===== src/rtl/amba_apb_master.sv =====
// APB requester: accepts one command at a time, runs SETUP/ACCESS with wait states and timeout,
// and returns read data and status on a valid/ready response port.
module amba_apb_master #(
  parameter int TIMEOUT   = 16,
  parameter int RDATA_LAG = 1
) (
  input  logic       pclk,
  input  logic       preset,
  input  logic       cmd_valid,
  output logic       cmd_ready,
  input  logic       cmd_write,
  input  logic [7:0] cmd_addr,
  input  logic [7:0] cmd_wdata,
  output logic       rsp_valid,
  input  logic       rsp_ready,
  output logic [7:0] rsp_rdata,
  output logic       rsp_err,
  output logic       psel,
  output logic       penable,
  output logic       pwrite,
  output logic [7:0] paddr,
  output logic [7:0] pwdata,
  input  logic       pready,
  input  logic [7:0] prdata
);

  typedef enum logic [2:0] {
    S_IDLE   = 3'd0,
    S_SETUP  = 3'd1,
    S_ACCESS = 3'd2,
    S_LAG    = 3'd3,
    S_RESP   = 3'd4
  } state_t;

  localparam logic       LP_TO_EN   = (TIMEOUT != 0);
  localparam logic [7:0] LP_TO_LAST = (TIMEOUT == 0) ? 8'd0 : 8'(TIMEOUT - 1);
  localparam logic       LP_LAG     = (RDATA_LAG != 0);

  state_t     r_state;
  logic [7:0] r_cnt;
  logic       r_psel;
  logic       r_penable;
  logic       r_pwrite;
  logic [7:0] r_paddr;
  logic [7:0] r_pwdata;
  logic       r_rsp_valid;
  logic [7:0] r_rsp_rdata;
  logic       r_rsp_err;

  state_t     w_state_nxt;
  logic [7:0] w_cnt_nxt;
  logic       w_psel_nxt;
  logic       w_penable_nxt;
  logic       w_pwrite_nxt;
  logic [7:0] w_paddr_nxt;
  logic [7:0] w_pwdata_nxt;
  logic       w_rsp_valid_nxt;
  logic [7:0] w_rsp_rdata_nxt;
  logic       w_rsp_err_nxt;
  logic       w_cmd_hs;

  assign cmd_ready = (r_state == S_IDLE) & preset;
  assign w_cmd_hs  = cmd_valid & cmd_ready;

  assign psel      = r_psel;
  assign penable   = r_penable;
  assign pwrite    = r_pwrite;
  assign paddr     = r_paddr;
  assign pwdata    = r_pwdata;
  assign rsp_valid = r_rsp_valid;
  assign rsp_rdata = r_rsp_rdata;
  assign rsp_err   = r_rsp_err;

  // State and registered-output update; reset drops the bus immediately.
  always_ff @(posedge pclk or negedge preset) begin
    if (!preset) begin
      r_state     <= S_IDLE;
      r_cnt       <= 8'd0;
      r_psel      <= 1'b0;
      r_penable   <= 1'b0;
      r_pwrite    <= 1'b0;
      r_paddr     <= 8'd0;
      r_pwdata    <= 8'd0;
      r_rsp_valid <= 1'b0;
      r_rsp_rdata <= 8'd0;
      r_rsp_err   <= 1'b0;
    end else begin
      r_state     <= w_state_nxt;
      r_cnt       <= w_cnt_nxt;
      r_psel      <= w_psel_nxt;
      r_penable   <= w_penable_nxt;
      r_pwrite    <= w_pwrite_nxt;
      r_paddr     <= w_paddr_nxt;
      r_pwdata    <= w_pwdata_nxt;
      r_rsp_valid <= w_rsp_valid_nxt;
      r_rsp_rdata <= w_rsp_rdata_nxt;
      r_rsp_err   <= w_rsp_err_nxt;
    end
  end

  // Next-state and next-output logic; every register holds unless a state says otherwise.
  always_comb begin
    w_state_nxt     = r_state;
    w_cnt_nxt       = r_cnt;
    w_psel_nxt      = r_psel;
    w_penable_nxt   = r_penable;
    w_pwrite_nxt    = r_pwrite;
    w_paddr_nxt     = r_paddr;
    w_pwdata_nxt    = r_pwdata;
    w_rsp_valid_nxt = r_rsp_valid;
    w_rsp_rdata_nxt = r_rsp_rdata;
    w_rsp_err_nxt   = r_rsp_err;

    case (r_state)
      S_IDLE: begin
        w_penable_nxt = 1'b0;
        if (w_cmd_hs) begin
          w_pwrite_nxt = cmd_write;
          w_paddr_nxt  = cmd_addr;
          w_pwdata_nxt = cmd_wdata;
          w_psel_nxt   = 1'b1;
          w_state_nxt  = S_SETUP;
        end else begin
          w_psel_nxt   = 1'b0;
        end
      end

      S_SETUP: begin
        w_psel_nxt    = 1'b1;
        w_penable_nxt = 1'b1;
        w_state_nxt   = S_ACCESS;
      end

      S_ACCESS: begin
        if (pready) begin
          w_psel_nxt    = 1'b0;
          w_penable_nxt = 1'b0;
          if (!r_pwrite && LP_LAG) begin
            w_state_nxt = S_LAG;
          end else begin
            w_state_nxt     = S_RESP;
            w_rsp_valid_nxt = 1'b1;
            w_rsp_err_nxt   = 1'b0;
            w_rsp_rdata_nxt = r_pwrite ? 8'd0 : prdata;
          end
        end else if (LP_TO_EN && (r_cnt == LP_TO_LAST)) begin
          // Completer never answered: abort with an error response.
          w_psel_nxt      = 1'b0;
          w_penable_nxt   = 1'b0;
          w_state_nxt     = S_RESP;
          w_rsp_valid_nxt = 1'b1;
          w_rsp_err_nxt   = 1'b1;
          w_rsp_rdata_nxt = 8'd0;
        end else begin
          w_cnt_nxt = r_cnt + 8'd1;
        end
      end

      S_LAG: begin
        w_psel_nxt      = 1'b0;
        w_penable_nxt   = 1'b0;
        w_rsp_rdata_nxt = prdata;
        w_rsp_err_nxt   = 1'b0;
        w_rsp_valid_nxt = 1'b1;
        w_state_nxt     = S_RESP;
      end

      S_RESP: begin
        if (rsp_ready) begin
          w_rsp_valid_nxt = 1'b0;
          w_cnt_nxt       = 8'd0;
          w_state_nxt     = S_IDLE;
        end else begin
          w_rsp_valid_nxt = 1'b1;
        end
      end

      default: begin
        w_state_nxt     = S_IDLE;
        w_psel_nxt      = 1'b0;
        w_penable_nxt   = 1'b0;
        w_rsp_valid_nxt = 1'b0;
        w_cnt_nxt       = 8'd0;
      end
    endcase
  end

endmodule


===== config.mk =====
export PLATFORM = sky130hd
export DESIGN_NAME = amba_apb_master
export DESIGN_NICKNAME = d
export VERILOG_FILES = /design/src/rtl/amba_apb_master.sv
export SDC_FILE = /design/constraint.sdc
export NUM_CORES = 1
export LEC_CHECK = 0
export BUFFER_PORTS_ARGS = -buffer_cell sky130_fd_sc_hd__buf_2
export CAP_MARGIN = 30
export CORE_UTILIZATION = 49
export DETAILED_ROUTE_END_ITERATION = 8
export GPL_ROUTABILITY_DRIVEN = 0
export PLACE_DENSITY = 0.89
export SLEW_MARGIN = 0
export SYNTH_ARGS = -nofsm -noshare
export SYNTH_HDL_FRONTEND = slang
export SYNTH_SLANG_ARGS = --single-unit

===== constraint.sdc =====
create_clock -name pclk -period 2.4 [get_ports pclk]
set_clock_uncertainty 0.2 [all_clocks]
set_input_delay 0.24 -clock pclk [delete_from_list [all_inputs] [get_ports pclk]]
set_output_delay 0.24 -clock pclk [all_outputs]
set_load 0.01 [all_outputs]

==> results.md <==
- Status: finished, final reports clean
- Async SR Flop Fraction: 1.00
- Drt drc: 0
- Register-to-register setup slack: 0.31 ns
- Slew @ Worst Pin: roughly 0.52 ns
- Final non-filler cell total: 280
- CTS tree: yes
- Post-cts sizing count: 0
- Clock-pin slew on the worst setup and hold paths: approximately 0.13 ns
- Die footprint: 3810 µm²
- FF-to-FF End: r_cnt[3]$_DFFE_PN0P_
- Endpoints failing hold: 0
- CP startpoint: r_state[2]$_DFFE_PN0P_
- Tot GR Track Use: 0.219
- Number of global-route vias before repair: 1,295
- I/O pins: 60
- Hold Path Depth: 3
- Chip height: 61.7 µm
- Final setup violation count: 0
- Dpl cell area: 2100 µm²
- Fmax: 478 MHz
- Initial cell density of the core: 0.516
- First-pass GRT wire length: approximately 5.8 mm
- Drt total wl: 4.03 mm
- R2r startpoint: r_state[2]$_DFFE_PN0P_
- Setup repair after global routing missed its margin: false
- Largest net degree at the start of global routing: 41
- Clock sinks: 40
- H-tree depth: 2
- Core area: around 3400 µm²
- Detail Route Antenna Nets: 0
- Critical Path AT: 2.18 ns
- Relative slew slack: 0.649
- Mean Syn Cell Area: roughly 12 µm²
- Placed insts: 245
- DR vias: between 1,000 and 1,500
- Crit path cell chain: or4b_4 > a21o_1 > or3_1 > o211ai_2
- Worst Path Buf+Inv: 0
- Worst Path Max Fanout: 12
- Total gr overflow: 0
- R2R depth: 4
- Worst setup SP type: register
- 1st-iter DRT viols: 53
- Ant diodes: 0
- Crit end category: register
- CTS root buf: clkbuf_4
- CP max stage delay: 0.61 ns
- DP HPWL: between 2 and 2.5 mm
- Synth warn: 0
- Slowest cell on the critical path: or4b_4
- Final TNS setup: 0 ns
- Clock Tree Buf Depth: 2
- Fin area: 2460 µm²
- DR WL/cell: 14.4 µm
- Pre-CTS setup slack: 0.367 ns
- Period utilisation layout: 0.872
- Worst Path Required: 2.49 ns
- Most common flop cell mapped by yosys: dfrtp_1
- Worst Hold Class: in -> reg
- Initial antenna violation count: 0
- WS Path Type: reg -> reg
- Commonest non-fill, non-tap cells in the layout: 59 x buf_2, 40 x dfrtp_1, 27 x dlygate4sd3_1
- Crit path capture: r_cnt[3]$_DFFE_PN0P_
- Area grow syn2layout: 40.7%
- FILL cells: 215
- Num CTS Buffers: 5
- EDFF count, synth: 0
- Max cap viols: 0
- Worst setup margin: 0.308 ns
- Stages on worst setup path: 4
- Syn nets: 174
- Yosys cell types: 38
- Post-Syn Area: between 1500 and 2000 µm²
- Lkg Pwr: approximately 1.2 nW
- Chip width: 61.7 µm
- Synth Register Bits: 40
- Vias/cell: 5.32
- Final net count: around 260
- Std-Cell Rows: 21
- Sequential fraction of the synthesis area: 0.573
- IO Port Bufs: 59
- Peak VDD IR: 0.791 mV
- Share of layout cells above drive strength 1: 0.410
- Most common cell after layout, fill and taps aside: buf_2
- Final Max Tran Viols: 0
- Post-Syn Instances: 143
- First-pass DRT Iterations: 4
- Final Util: 0.725
- Power per Cell Area: 1110 nW/µm²
- Clk Latency, worst-skew pair: between 0.3 and 0.4 ns
- Fin crit period: 2.09 ns
- CP delay by family, top: simple AND/OR/NAND/NOR gates
power breakdown:
| group | leakage (nW) | switching [mW] | internal [mW] |
|---|---|---|---|
| clock network | 0.0484 | 0.227 | 0.249 |
| logic | 0.640 | 0.538 | 0.545 |
| registers | 0.505 | 0.210 | 0.959 |
worst min-delay path: stages:
cell and delay [ns]:
buf_2 0.14, nand3b_1 0.10, a211oi_1 0.08
area by class of cell:
type / instances / area [µm²] / area share
flip-flops and latches: 40 / 1000 / 0.407
repair buffers: 89 / 588 / 0.239
well taps: 46 / 57.6 / 0.0234
multi-input cells: 94 / 711 / 0.289
inverters: 3 / 11.3 / 0.00458
clock buffers: 6 / 51.3 / 0.0209
clock inverters: 2 / 38.8 / 0.0158
cell families after synthesis:
logic type,count (synthesis),share of synthesized area
and+or+nand+nor,36,0.127
buffers and inverters,9,0.0208
muxes,18,0.116
adders and majority gates,1,0.00716
AOI/OAI and AO/OA,38,0.151
DFF,40,0.573
xor gates and xnor gates,1,0.00501
what timing repair did:
| action | CTS | global route |
|---|---|---|
| hold buffers | 27 | 0 |
| buffers inserted | 0 | 0 |
| endpoints found under the hold margin | 67 | 0 |
registers in the layout, summed over array words and instances (netlist names):
name       flops
rsp_valid      1
paddr          8
r_cnt          8
rsp_rdata      8
pwdata         8
psel           1
penable        1
rsp_err        1
pwrite         1
r_state        3
worst min path at each step:
stage / startpoint / end / slack (ns)
global route: pready / r_state[0]$_DFFE_PN0P_ / 0.04
floorplan: preset / paddr[0]$_DFFE_PN0P_ / -0.26
detailed placement: preset / pwdata[1]$_DFFE_PN0P_ / 0.17
global placement: preset / paddr[1]$_DFFE_PN0P_ / 0.16
CTS: pready / r_state[0]$_DFFE_PN0P_ / 0.03
finish: pready / r_state[0]$_DFFE_PN0P_ / 0.03
routing by layer:
layer	vias up	GRT usage	part of all wire	wire, µm
met5	-	0	0	0
met4	0	0.137	0.029	116
met3	12	0.0642	0.070	283
met2	68	0.352	0.47	1910
met1	704	0.259	0.43	1720
li1	706	-	-	-
cells in the mapped netlist (2+ instances only):
master     n  area, µm²
a21oi_1    8       40.0
a22o_1     8       70.1
a31oi_1    3       18.8
and3_1     2       12.5
buf_2      2       10.0
clkbuf_1   4       15.0
dfrtp_1   40       1000
inv_1      3       11.3
mux2_2    18        203
nand2_1    8       30.0
nand2_2    2       12.5
nand3_1    4       20.0
nor2_1     4       15.0
nor2b_1    3       18.8
o21ai_0    8       40.0
o31ai_1    2       15.0
or3_1      3       18.8
metrics by stage:
step                      hold slack, ns  power, mW
after floorplan                   -0.256       1.81
after global placement             0.164       2.18
after detailed placement           0.170       2.22
after CTS                         0.0323       2.72
after global routing              0.0390       2.92
final                             0.0332       2.73
No activity file was read; power rests on OpenSTA's default activity.
